**src/rtl/counter_monitor.sv**
```systemverilog
// counter_monitor: runs a reference model of a 4-bit up/down/by-3/load counter
// alongside the real counter and flags any cycle where Q, rco or load disagree.
//
// Ports
//   clk, reset          : single clock, synchronous active-high reset
//   enable, mode, D     : the counter's own inputs, snooped by the model
//   Q, rco, load        : the counter outputs under check
//   err                 : one-cycle pulse, registered, one cycle after a mismatch
//   err_sticky          : set on the first mismatch, cleared only by reset
//   err_count           : mismatches seen; checking halts when it reaches MAX_ERR
//   first_exp_Q/got_Q   : model and observed Q at the first mismatch
//   halted              : high while in HALT
module counter_monitor #(
    parameter int unsigned ERR_W   = 8,
    parameter int unsigned MAX_ERR = 16
) (
    input  logic             clk,
    input  logic             reset,
    input  logic             enable,
    input  logic [1:0]       mode,
    input  logic [3:0]       D,
    input  logic [3:0]       Q,
    input  logic             rco,
    input  logic             load,
    output logic             err,
    output logic             err_sticky,
    output logic [ERR_W-1:0] err_count,
    output logic [3:0]       first_exp_Q,
    output logic [3:0]       first_got_Q,
    output logic             halted
);

    localparam logic [ERR_W-1:0] LP_LAST_BEFORE_HALT = ERR_W'(MAX_ERR - 1);

    typedef enum logic [1:0] {
        S_IDLE  = 2'd0,
        S_CHECK = 2'd1,
        S_HALT  = 2'd2
    } state_t;

    state_t           r_state;
    state_t           w_next_state;
    logic             w_mismatch;

    logic [3:0]       r_exp_q;
    logic             r_exp_rco;
    logic             r_exp_load;

    logic             r_err;
    logic             r_err_sticky;
    logic [ERR_W-1:0] r_err_count;
    logic [3:0]       r_first_exp_q;
    logic [3:0]       r_first_got_q;
    logic             r_halted;

    // Reference counter; advances from its own state only, never from Q.
    always_ff @(posedge clk) begin
        if (reset) begin
            r_exp_q    <= 4'd0;
            r_exp_rco  <= 1'b0;
            r_exp_load <= 1'b0;
        end else if (!enable) begin
            r_exp_rco  <= 1'b0;
            r_exp_load <= 1'b0;
        end else begin
            case (mode)
                2'b00: begin
                    r_exp_q    <= r_exp_q + 4'd3;
                    r_exp_rco  <= (r_exp_q >= 4'd13);
                    r_exp_load <= 1'b0;
                end
                2'b01: begin
                    r_exp_q    <= r_exp_q - 4'd1;
                    r_exp_rco  <= (r_exp_q == 4'd0);
                    r_exp_load <= 1'b0;
                end
                2'b10: begin
                    r_exp_q    <= r_exp_q + 4'd1;
                    r_exp_rco  <= (r_exp_q == 4'd15);
                    r_exp_load <= 1'b0;
                end
                default: begin
                    r_exp_q    <= D;
                    r_exp_rco  <= 1'b0;
                    r_exp_load <= 1'b1;
                end
            endcase
        end
    end

    // State register.
    always_ff @(posedge clk) begin
        if (reset) begin
            r_state <= S_IDLE;
        end else begin
            r_state <= w_next_state;
        end
    end

    // Next-state logic; HALT is entered on the mismatch that makes the count reach MAX_ERR.
    always_comb begin
        w_next_state = r_state;
        case (r_state)
            S_IDLE:  w_next_state = S_CHECK;
            S_CHECK: begin
                if (w_mismatch && (r_err_count == LP_LAST_BEFORE_HALT)) begin
                    w_next_state = S_HALT;
                end
            end
            S_HALT:  w_next_state = S_HALT;
            default: w_next_state = S_IDLE;
        endcase
    end

    // Output decode: comparison only happens while checking.
    always_comb begin
        w_mismatch = 1'b0;
        if (r_state == S_CHECK) begin
            w_mismatch = (Q != r_exp_q) || (rco != r_exp_rco) || (load != r_exp_load);
        end
    end

    // Registered error reporting; captures are taken only on the first mismatch.
    always_ff @(posedge clk) begin
        if (reset) begin
            r_err         <= 1'b0;
            r_err_sticky  <= 1'b0;
            r_err_count   <= '0;
            r_first_exp_q <= 4'd0;
            r_first_got_q <= 4'd0;
            r_halted      <= 1'b0;
        end else begin
            r_err    <= w_mismatch;
            r_halted <= (w_next_state == S_HALT);
            if (w_mismatch) begin
                r_err_count  <= r_err_count + ERR_W'(1);
                r_err_sticky <= 1'b1;
                if (!r_err_sticky) begin
                    r_first_exp_q <= r_exp_q;
                    r_first_got_q <= Q;
                end
            end
        end
    end

    assign err         = r_err;
    assign err_sticky  = r_err_sticky;
    assign err_count   = r_err_count;
    assign first_exp_Q = r_first_exp_q;
    assign first_got_Q = r_first_got_q;
    assign halted      = r_halted;

endmodule

```
**config.mk**
```make
export PLATFORM = sky130hd
export DESIGN_NAME = counter_monitor
export DESIGN_NICKNAME = d
export VERILOG_FILES = /design/src/rtl/counter_monitor.sv
export SDC_FILE = /design/constraint.sdc
export NUM_CORES = 1
export LEC_CHECK = 0
export CAP_MARGIN = 10
export CORE_MARGIN = 1.5
export CORE_UTILIZATION = 30
export DETAILED_ROUTE_END_ITERATION = 12
export PLACE_DENSITY = 0.53
export SYNTH_ARGS = -nofsm -noshare
export SYNTH_HDL_FRONTEND = slang
export SYNTH_SLANG_ARGS = --single-unit
```
**constraint.sdc**
```tcl
create_clock -name clk -period 2.13 [get_ports clk]
set_input_delay 0.5325 -clock clk [delete_from_list [all_inputs] [get_ports clk]]
set_output_delay 0.5325 -clock clk [all_outputs]
set_load 0.02 [all_outputs]
```
==> qor.yml <==
run_status:
  outcome: "finished clean"
hold_path:
  min_from: "first_exp_Q[0]$_SDFFE_PP0P_"
  hold_class: "register to register"
route:
  avgViaCountPerCell: 4.633
  vias: 1251
  postRouteAntennaNets: 0
  firstDrtPassIters: 4
  route.final.wire_length_um: 3276
  avgRoutedWirePerCell_um: 12.13
  drc_errors: 0
  drtIter0Drc: 59
die:
  start_util: 0.3132
  rows: 25
  die_w_um: 73.45
  die_area_sq_um: 5395
  die_h_um: 73.45
  pin_count: 34
  core_area_sq_um: 4755
worst_setup_path:
  critPathLaunchType: "input pin"
  cpMaxStageDelayCell: "clkdlybuf4s50_1"
  crit_chain: "clkdlybuf4s50_1 -> xor2_2 -> nor4_4 -> buf_4 -> a21oi_1 -> mux2_1"
  worstPathRequired_ps: 2300
  r2r-start: "r_exp_q[1]$_SDFFE_PP0P_"
  crit_buf_inv: 2
  cp_top_family: "buffers and inverters"
  cp_slowest_stage_delay_ps: 480
  critPathArrivalTime_ps: 2130
  worstSetupPathType: "input pin to register"
  crit_start: "Q[3]"
  cp-end-kind: "register"
  crit_fanout: 9
timing:
  max_slew_margin: 0.7251
  whs_ps: 473.9
  setup-violations-final: 0
  finClkSkew_ps: 4.000
  hold_violations: 0
  worst_pin_slew_ps: 409.9
  drv_slew: 0
  clock.fmax_ghz: 0.5099
  min_period_ps: 1961
  fin_crit_sh: 0.9208
  rsz0062_at_grt: "false"
clock_tree:
  cts-root-buf: "clkbuf_8"
  h-tree-depth: 1
  cts_buffer_depth: 2
  clkLatencyLatePin_ps: 270
  clock-sinks: 27
  cts_buffers: 3
  cts_hold_buffers: 0
  cts_tree: "done"
  clk_pin_slew_ps: 90
synth:
  syn_avg_cell_area_sq_um: 9.424
  async_reset_ff_frac: 0
  synth-seq-area-share: 0.3630
  yosysTopAreaCell: "dfxtp_1"
  syn_nets: 177
  ys_warn_count: 0
  ys.flop_type: "dfxtp_1"
  synth.distinct_cells: 43
  synth_seq_cells: 27
  synth_area_leaders: "dfxtp_1 36%, nand2b_1 9.7%, mux2i_1 6.7%, mux2_1 3.8%, nor2b_1 3.8%"
  synth_area_sq_um: 1489
  synth_top_area_frac: 0.3630
  syn_inst: 158
  synth_edf_count: 0
place:
  dpl_cell_area_sq_um: 2013
  dp_cells: 266
  hpwl_um: 2431
  io_buffers: 33
  place_congestion: 0.7878
layout:
  drive_gt1_frac: 0.1527
  n_antenna_cell: 0
  final_area_sq_um: 2083
  mostFrequentLayoutCells: "31 x clkdlybuf4s50_1, 27 x dfxtp_1, 22 x nand2b_1"
  nFillCells: 469
  num-nets-final: 223
  final_common_cell: "clkdlybuf4s50_1"
  flow.area_growth_from_synthesis_pct: 39.92
  layout.cells.non_filler: 270
global_routing:
  grt_usage: 0.1361
  grt_max_degree: 44
  grt_pass1_vias: 1221
  antenna_found_initial: 0
  grt_pass1_wl_um: 5692
  grt.overflow.total: 0
power_and_ir_drop:
  finalPower_mw: 1.129
  leakage_nw: 0.8560
  power.density_nw_per_um2: 542.1
  max-vdd-ir-drop_v: 0.0002274
job:
  drv_cap: 0
==> cell families (layout without fill, tap and decap cells) <==
kind of cell,after synthesis,after routing,synth area share
XOR/XNOR,7,7,0.04622
buffers and inverters,11,56,0.03361
AO/OA/AOI/OAI,24,24,0.1303
AND/OR/NAND/NOR,67,67,0.2588
multiplexers,17,17,0.1227
adder cells (fa/ha/maj),5,5,0.04538
flip-flops,27,27,0.3630
==> power breakdown <==
part / internal (mW) / switching (mW)
Combinational: 0.152 / 0.129
Sequential: 0.529 / 0.0293
Clock: 0.134 / 0.156
==> metal layers <==
layer,share of wire,vias up,wire [um],global-route usage
met4,0.017,0,56,0.05350
met5,0,-,0,0
met2,0.47,22,1538,0.2072
met3,0.031,4,101,0.03567
li1,-,640,-,-
met1,0.48,585,1579,0.1827
==> path summary, 6_finish.rpt <==
path,end,slack [ps],depth (start not counted)
worst min register to register,first_exp_Q[0]$_SDFFE_PP0P_,470,2
worst min-delay path,first_exp_Q[0]$_SDFFE_PP0P_,470,2
worst max-delay path,err_count[7]$_SDFFE_PP0P_,170,6
worst max register to register,r_exp_q[3]$_SDFFE_PP0P_,270,5
==> worst register-to-register path: stages, from the launching register on <==
cell and delay, ps:
dfxtp_1 560, ha_1 300, a21o_1 190, a21oi_2 170, mux2_2 340, o211a_1 200
==> sequential cells by signal (all words and copies together), names as in the netlist <==
| signal | count |
|---|---|
| err_count | 8 |
| r_exp_q | 4 |
| err | 1 |
| r_state | 2 |
| first_exp_Q | 4 |
| r_exp_load | 1 |
| err_sticky | 1 |
| halted | 1 |
| first_got_Q | 4 |
| r_exp_rco | 1 |
==> synthesized netlist by cell type (2+ instances only) <==
cell type,instances
mux2_1,5
inv_1,3
a21oi_1,7
xor2_1,5
a311oi_1,2
dfxtp_1,27
a211o_1,2
nor2_1,14
mux2i_1,10
ha_1,3
o21ba_2,2
a211oi_1,2
nand3_1,4
nand4_1,3
nand2_1,7
nand2b_1,23
nor2b_1,9
clkbuf_1,5
==> per-stage QoR <==
| step | TNS (ps) | setup WS [ps] | utilization |
|---|---|---|---|
| after floorplan | 0 | 33.71 | - |
| after global placement | -1837 | -220.7 | 0.4234 |
| after detailed placement | -2370 | -293.9 | 0.4234 |
| after CTS | 0 | 12.24 | 0.4355 |
| after global routing | 0 | 71.97 | 0.4382 |
| final | 0 | 168.7 | 0.4382 |
==> area by class of cell <==
| type | count | area, sq um | area share |
|---|---|---|---|
| Clock buffer | 4 | 45.04 | 0.02162 |
| Inverter | 3 | 11.26 | 0.005405 |
| Multi-Input combinational cell | 120 | 922.1 | 0.4426 |
| Sequential cell | 27 | 540.5 | 0.2595 |
| Tap cell | 67 | 83.83 | 0.04024 |
| Timing Repair Buffer | 49 | 480.5 | 0.2306 |
==> repair_timing <==
item                       in CTS  in global routing
setup endpoints to repair       1                  1
buffers inserted                0                  0
resized for setup               1                  4
pin swaps                       1                  1
(Power assumes the default switching activity.)
